<file path="config.mk">
export PLATFORM = sky130hd
export DESIGN_NAME = apb_master_bridge
export DESIGN_NICKNAME = d
export VERILOG_FILES = /design/src/rtl/apb_pkg.sv /design/src/rtl/apb_wait_timer.sv /design/src/rtl/apb_master_bridge.sv
export SDC_FILE = /design/constraint.sdc
export NUM_CORES = 1
export LEC_CHECK = 0
export ABC_CLOCK_PERIOD_IN_PS = 2750
export CAP_MARGIN = 20
export CELL_PAD_IN_SITES_DETAIL_PLACEMENT = 0
export CELL_PAD_IN_SITES_GLOBAL_PLACEMENT = 1
export CORE_MARGIN = 2
export CORE_UTILIZATION = 28
export CTS_CLUSTER_SIZE = 20
export DETAILED_ROUTE_END_ITERATION = 12
export GPL_TIMING_DRIVEN = 0
export PLACE_DENSITY_LB_ADDON = 0.3
export SYNTH_ARGS = -nofsm -noshare
export SYNTH_HDL_FRONTEND = slang
export SYNTH_SLANG_ARGS = --single-unit
</file>
<file path="constraint.sdc">
create_clock -name PCLK -period 2.75 [get_ports PCLK]
set_input_delay 0.55 -clock PCLK [delete_from_list [all_inputs] [get_ports PCLK]]
set_output_delay 0.55 -clock PCLK [all_outputs]
set_load 0.03 [all_outputs]
</file>
<file path="src/rtl/apb_pkg.sv">
// Shared definitions for the APB master bridge.
//   - apb_state_e : FSM state encoding for the bridge
//   - APB_ADDR_W / APB_DATA_W : default bus widths
//   - apb_align_word : clears the byte-offset bits of an address
package apb_pkg;

  typedef enum logic [1:0] {
    ST_IDLE   = 2'd0,
    ST_SETUP  = 2'd1,
    ST_ACCESS = 2'd2,
    ST_RESP   = 2'd3
  } apb_state_e;

  localparam int APB_ADDR_W = 12;
  localparam int APB_DATA_W = 32;

  // The APB side only issues word-aligned addresses. The helper works on a
  // 64-bit container so that any bus width up to 64 bits can use it; the
  // caller truncates back to its own width.
  function automatic logic [63:0] apb_align_word(input logic [63:0] addr);
    return {addr[63:2], 2'b00};
  endfunction

endpackage

</file>
<file path="src/rtl/apb_wait_timer.sv">
// Saturating wait-state counter with watchdog expiry for the APB bridge.
// Ports:
//   clk       in   clock, rising edge
//   rst       in   asynchronous active-high reset, clears the count
//   clr_i     in   synchronous clear (end of transfer)
//   en_i      in   count one wait cycle this clock
//   expired_o out  this wait cycle brings the count to TIMEOUT
// TIMEOUT = 0 disables expiry; the counter then still counts but never fires.
module apb_wait_timer #(
  parameter  int TIMEOUT = 255,
  localparam int CNT_W   = (TIMEOUT > 0) ? $clog2(TIMEOUT + 1) : 1
) (
  input  logic clk,
  input  logic rst,
  input  logic clr_i,
  input  logic en_i,
  output logic expired_o
);

  localparam bit WD_EN = (TIMEOUT != 0);
  localparam logic [CNT_W-1:0] SAT = (TIMEOUT > 0) ? CNT_W'(TIMEOUT) : {CNT_W{1'b1}};

  logic [CNT_W-1:0] count_q;
  logic [CNT_W-1:0] count_d;

  always_comb begin
    count_d = count_q;
    if (clr_i) begin
      count_d = '0;
    end else if (en_i && (count_q != SAT)) begin
      count_d = count_q + CNT_W'(1);
    end
  end

  always_ff @(posedge clk or posedge rst) begin
    if (rst) begin
      count_q <= '0;
    end else begin
      count_q <= count_d;
    end
  end

  // Expiry is flagged on the wait cycle whose increment reaches TIMEOUT, so
  // the transfer sees exactly TIMEOUT low-PREADY ACCESS cycles before abort.
  assign expired_o = WD_EN && en_i && (count_q >= (SAT - CNT_W'(1)));

endmodule

</file>
<file path="src/rtl/apb_master_bridge.sv">
// APB3 initiator bridge.
// Accepts one command at a time on a valid/ready request port, runs a
// SETUP/ACCESS APB transfer honouring PREADY wait states, and returns the
// result on a valid/ready response port. A wait-state watchdog aborts
// transfers to a slave that never raises PREADY.
// Ports:
//   PCLK, PRESET                 clock, asynchronous active-high reset
//   req_valid/req_ready          command handshake
//   req_write/req_addr/req_wdata command fields
//   rsp_valid/rsp_ready          response handshake
//   rsp_rdata/rsp_err/rsp_timeout response fields
//   PSEL/PENABLE/PADDR/PWRITE/PWDATA  APB outputs (registered / state decoded)
//   PRDATA/PREADY/PSLVERR        APB inputs
module apb_master_bridge
  import apb_pkg::*;
#(
  parameter int ADDR_W  = APB_ADDR_W,
  parameter int DATA_W  = APB_DATA_W,
  parameter int TIMEOUT = 255
) (
  input  logic              PCLK,
  input  logic              PRESET,
  input  logic              req_valid,
  output logic              req_ready,
  input  logic              req_write,
  input  logic [ADDR_W-1:0] req_addr,
  input  logic [DATA_W-1:0] req_wdata,
  output logic              rsp_valid,
  input  logic              rsp_ready,
  output logic [DATA_W-1:0] rsp_rdata,
  output logic              rsp_err,
  output logic              rsp_timeout,
  output logic              PSEL,
  output logic              PENABLE,
  output logic [ADDR_W-1:0] PADDR,
  output logic              PWRITE,
  output logic [DATA_W-1:0] PWDATA,
  input  logic [DATA_W-1:0] PRDATA,
  input  logic              PREADY,
  input  logic              PSLVERR
);

  apb_state_e        state_q, state_d;
  logic [ADDR_W-1:0] paddr_q, paddr_d;
  logic              pwrite_q, pwrite_d;
  logic [DATA_W-1:0] pwdata_q, pwdata_d;
  logic [DATA_W-1:0] rsp_rdata_q, rsp_rdata_d;
  logic              rsp_err_q, rsp_err_d;
  logic              rsp_timeout_q, rsp_timeout_d;

  logic              wait_en;
  logic              wait_clr;
  logic              wait_expired;

  // Count only genuine wait cycles; the count is dropped once the response
  // has been consumed so the next transfer starts from zero.
  assign wait_en  = (state_q == ST_ACCESS) && !PREADY;
  assign wait_clr = (state_q == ST_RESP) && rsp_ready;

  apb_wait_timer #(
    .TIMEOUT (TIMEOUT)
  ) u_wait_timer (
    .clk       (PCLK),
    .rst       (PRESET),
    .clr_i     (wait_clr),
    .en_i      (wait_en),
    .expired_o (wait_expired)
  );

  always_comb begin
    state_d       = state_q;
    paddr_d       = paddr_q;
    pwrite_d      = pwrite_q;
    pwdata_d      = pwdata_q;
    rsp_rdata_d   = rsp_rdata_q;
    rsp_err_d     = rsp_err_q;
    rsp_timeout_d = rsp_timeout_q;

    case (state_q)
      ST_IDLE: begin
        if (req_valid) begin
          paddr_d  = ADDR_W'(apb_align_word(64'(req_addr)));
          pwrite_d = req_write;
          pwdata_d = req_wdata;
          state_d  = ST_SETUP;
        end
      end

      ST_SETUP: begin
        state_d = ST_ACCESS;
      end

      ST_ACCESS: begin
        // A completing slave takes priority over a watchdog expiry that
        // would land in the same cycle.
        if (PREADY) begin
          rsp_rdata_d   = pwrite_q ? '0 : PRDATA;
          rsp_err_d     = PSLVERR;
          rsp_timeout_d = 1'b0;
          state_d       = ST_RESP;
        end else if (wait_expired) begin
          rsp_rdata_d   = '0;
          rsp_err_d     = 1'b1;
          rsp_timeout_d = 1'b1;
          state_d       = ST_RESP;
        end
      end

      ST_RESP: begin
        if (rsp_ready) begin
          state_d = ST_IDLE;
        end
      end

      default: begin
        state_d = ST_IDLE;
      end
    endcase
  end

  always_ff @(posedge PCLK or posedge PRESET) begin
    if (PRESET) begin
      state_q       <= ST_IDLE;
      paddr_q       <= '0;
      pwrite_q      <= 1'b0;
      pwdata_q      <= '0;
      rsp_rdata_q   <= '0;
      rsp_err_q     <= 1'b0;
      rsp_timeout_q <= 1'b0;
    end else begin
      state_q       <= state_d;
      paddr_q       <= paddr_d;
      pwrite_q      <= pwrite_d;
      pwdata_q      <= pwdata_d;
      rsp_rdata_q   <= rsp_rdata_d;
      rsp_err_q     <= rsp_err_d;
      rsp_timeout_q <= rsp_timeout_d;
    end
  end

  // Handshake and bus-phase outputs decode straight from the state register,
  // so none of them has a combinational path from any input.
  assign req_ready   = (state_q == ST_IDLE);
  assign rsp_valid   = (state_q == ST_RESP);
  assign PSEL        = (state_q == ST_SETUP) || (state_q == ST_ACCESS);
  assign PENABLE     = (state_q == ST_ACCESS);

  assign PADDR       = paddr_q;
  assign PWRITE      = pwrite_q;
  assign PWDATA      = pwdata_q;
  assign rsp_rdata   = rsp_rdata_q;
  assign rsp_err     = rsp_err_q;
  assign rsp_timeout = rsp_timeout_q;

endmodule

</file>
==> results.txt <==
The most used standard cell by instance count after synthesis is dfrtp_1. Clock tree synthesis inserted a total of 9 buffers. For this run, design rule violations remaining after detail routing come to 0.

Number of detailed-routing iterations run before antenna repair: 4. The finished layout holds 567 standard cells, fillers aside. The clock period minus final worst setup slack works out to 2550 ps. Sorting the synthesized cells by how often they occur yields 87 x dfrtp_1, 44 x mux2_2, 31 x a22o_1.

Input and output buffers added on the ports amount to 161. The biggest area contributor in the post-synthesis netlist is dfrtp_1. Setup repair after global routing left no endpoint under its margin. Summing all non-filler instances in the final layout gives an area of 5620 µm². The tools report the post-synthesis instance total as 240.

The ratio of routed vias to standard cells was 4.60; the number of antenna violations at the first check in global routing was 0. For this block, the via count after detailed routing is 2,609. The number of sinks on the clock net was 87.

No sink is reached through more buffers than the 2 on the longest clock path. The worst setup path is launched from a flip-flop. For this design, the slowest cell found on the critical path is clkdlybuf4s50_1.

The total of max-cap violations was 0. From bottom edge to top edge, the die measures 115 µm. Number of diodes added for antenna fixing: 0. The H-tree generated during clock tree synthesis spans 3 levels. Per-instance average area after synthesis: 14.4 µm².

Synthesis instantiated 33 different standard cells from the library. The run gives 0.140 as the global-route usage over all layers. The most used flip-flop cell after synthesis is dfrtp_1. The tools report the pin count of the biggest net entering global routing as 41. The proportion of synthesized flip-flops having asynchronous set or reset was 1.00; the number of global-route vias before repair was 2,844. The cell total after placement came out at 551. Clock latency on the worst-skew pair, taken at its later pin, is 340 ps. The type of the tightest min-delay check was reg2reg. The cell family with the largest share of critical-path delay was buffers and inverters.

In this run the count of I/O pins placed on the die edge is 166. Overall power consumption after layout is estimated at 6.88 mW. The die covers 13,200 µm². The run gives 40 as the number of rows in the core area. The root buffer cell chosen for the clock tree is clkbuf_16. The final sum of negative setup slack was 0 ps.

The number of hold buffers added after cts is 0, and the fraction of layout instances using a drive strength above 1 is 0.195. At the worst endpoint, the required time is 2200 ps. The logs give 0 for the number of setup violations in the final report and 0 for the post-CTS resize count. The logs give 6.42 ps for the final worst clock skew and 6.48 mm for the half-perimeter wire length after placement.

Along the worst path, the maximum fanout reaches 10. The initial detailed-routing violation count was 39. The maximum clock frequency was 393 MHz; the largest stage delay on the critical path was 760 ps. The worst-case IR drop observed on VDD is 0.632 mV. The arrival time at the worst endpoint is 2000 ps, and the global-route wire length before repair is 14.2 mm. The overflow left after global routing is 0. The initial core utilization is 0.287, and the number of warnings printed during yosys synthesis is 0. The logs give 2.45 nW for the leakage power total and 3450 µm² for the cell area after technology mapping. The count of nets left with antenna violations once routing finished came out at 0.

The average routed wire per standard cell is 15.5 µm, and the final hold violation count is 0. Part of the Yosys area used for sequential elements: 0.631. Hold timing on the final database bottoms out at a slack of 482 ps. The fraction of post-synthesis cell area in the top cell type by area came out at 0.631. End-of-flow core utilization: 0.468. After clock tree synthesis, the clock-pin slew on the worst setup and hold paths is 60 ps. The total of flip-flops plus latches after synthesis was 87; the area of the core was 12,000 µm². The buffers inserted during post-CTS setup optimization was 0; the number of synthesized flops with an enable pin was 0. The die is 115 µm wide.

Walking the worst path, the cells encountered are inv_1, ha_1, clkdlybuf4s50_1. The critical path capture point type is a primary output. The flow ran to the end, and the final reports show no timing, DRC or antenna violations.

The final weighted congestion of routability-driven global placement is 0.729, and the growth of design area from synthesis to finish is 63.0%. At the end of the flow, the number of nets in the layout was 503. The final-report max-slew violation count came out at 0. At the placement stage, the worst setup path has a slack of 551 ps. By area the synthesized netlist is led by dfrtp_1 63%, mux2_2 14%, a22o_1 7.9%. TritonCTS built the clock tree. In the post-route analysis, the smallest setup slack over all paths is 203 ps. The total power density per cell area was 1220 nW/µm²; the post-route clock period utilization was 0.926. After detailed placement, the total cell area comes to 5290 µm².

The critical path is of the reg2out type. The critical path contains buffers and inverters numbering 2 combined. Wires add up to 8.78 mm.
-- logic make-up after synthesis --
kind of cell	after synthesis	share of synthesized area
xor+xnor	1	0.00254
mux	45	0.147
fa+ha+maj	5	0.0181
compound gates	50	0.121
simple gates	29	0.0472
buf+inv	22	0.0323
flops	87	0.631
other cells	1	0.00109
-- layout make-up --
| class | instances | area, µm² |
|---|---|---|
| Buffer | 15 | 85.1 |
| Clock buffer | 10 | 239 |
| Clock inverter | 6 | 91.3 |
| Fill cell | 1134 | 6390 |
| Inverter | 7 | 30.0 |
| Multi-Input combinational cell | 132 | 1160 |
| Sequential cell | 87 | 2180 |
| Tap cell | 147 | 184 |
| Timing Repair Buffer | 163 | 1650 |
-- report_power, final --
part | switching [mW] | total, mW | internal [mW] | leakage [nW]
Clock | 0.517 | 1.34 | 0.825 | 0.163
Sequential | 0.296 | 2.12 | 1.83 | 1.08
Combinational | 1.82 | 3.41 | 1.60 | 1.21
-- worst paths after layout --
check,depth (start not counted),slack (ps),end,startpoint
max,3,200,PENABLE,state_q[0]
min,1,480,rsp_rdata[30],rsp_rdata[30]
max reg2reg,6,930,u_wait_timer.count_q[7],state_q[0]
min reg2reg,1,480,rsp_rdata[30],rsp_rdata[30]
max in group asynchronous,3,1670,rsp_rdata[20],PRESET
min in group asynchronous,2,550,rsp_rdata[4],PRESET
-- cells in the final DEF (no fill, tap or decap), types with 2 or more instances in the layout --
cell type          n
a211oi_1           4
a21oi_1            5
a22o_1            31
a31oi_1            3
and3_1             3
and3b_2            2
buf_12             2
buf_2              8
buf_4              5
bufinv_16          2
clkbuf_16          9
clkdlybuf4s50_1  161
clkinv_4           2
conb_1             2
dfrtp_1           87
ha_1               5
inv_1              6
mux2_2            44
nand2_1            6
nand2b_1           2
nand3_1            2
nor2_1             5
nor2b_1            4
o21ai_0            2
-- state kept, by name, summed over array words and instances, names as in the netlist --
name                  flops
rsp_timeout               1
PWRITE                    1
rsp_rdata                32
rsp_err                   1
PWDATA                   32
u_wait_timer.count_q      8
state_q                   2
PADDR                    10
-- metal layers --
layer	vias to the layer above	track usage	part of all wire
met1	1266	0.160	0.40
met4	0	0.0691	0.025
met3	15	0.0712	0.11
met2	118	0.216	0.46
li1	1210	-	-
met5	-	0	0
Note: power is estimated with default switching activity, not from simulation.
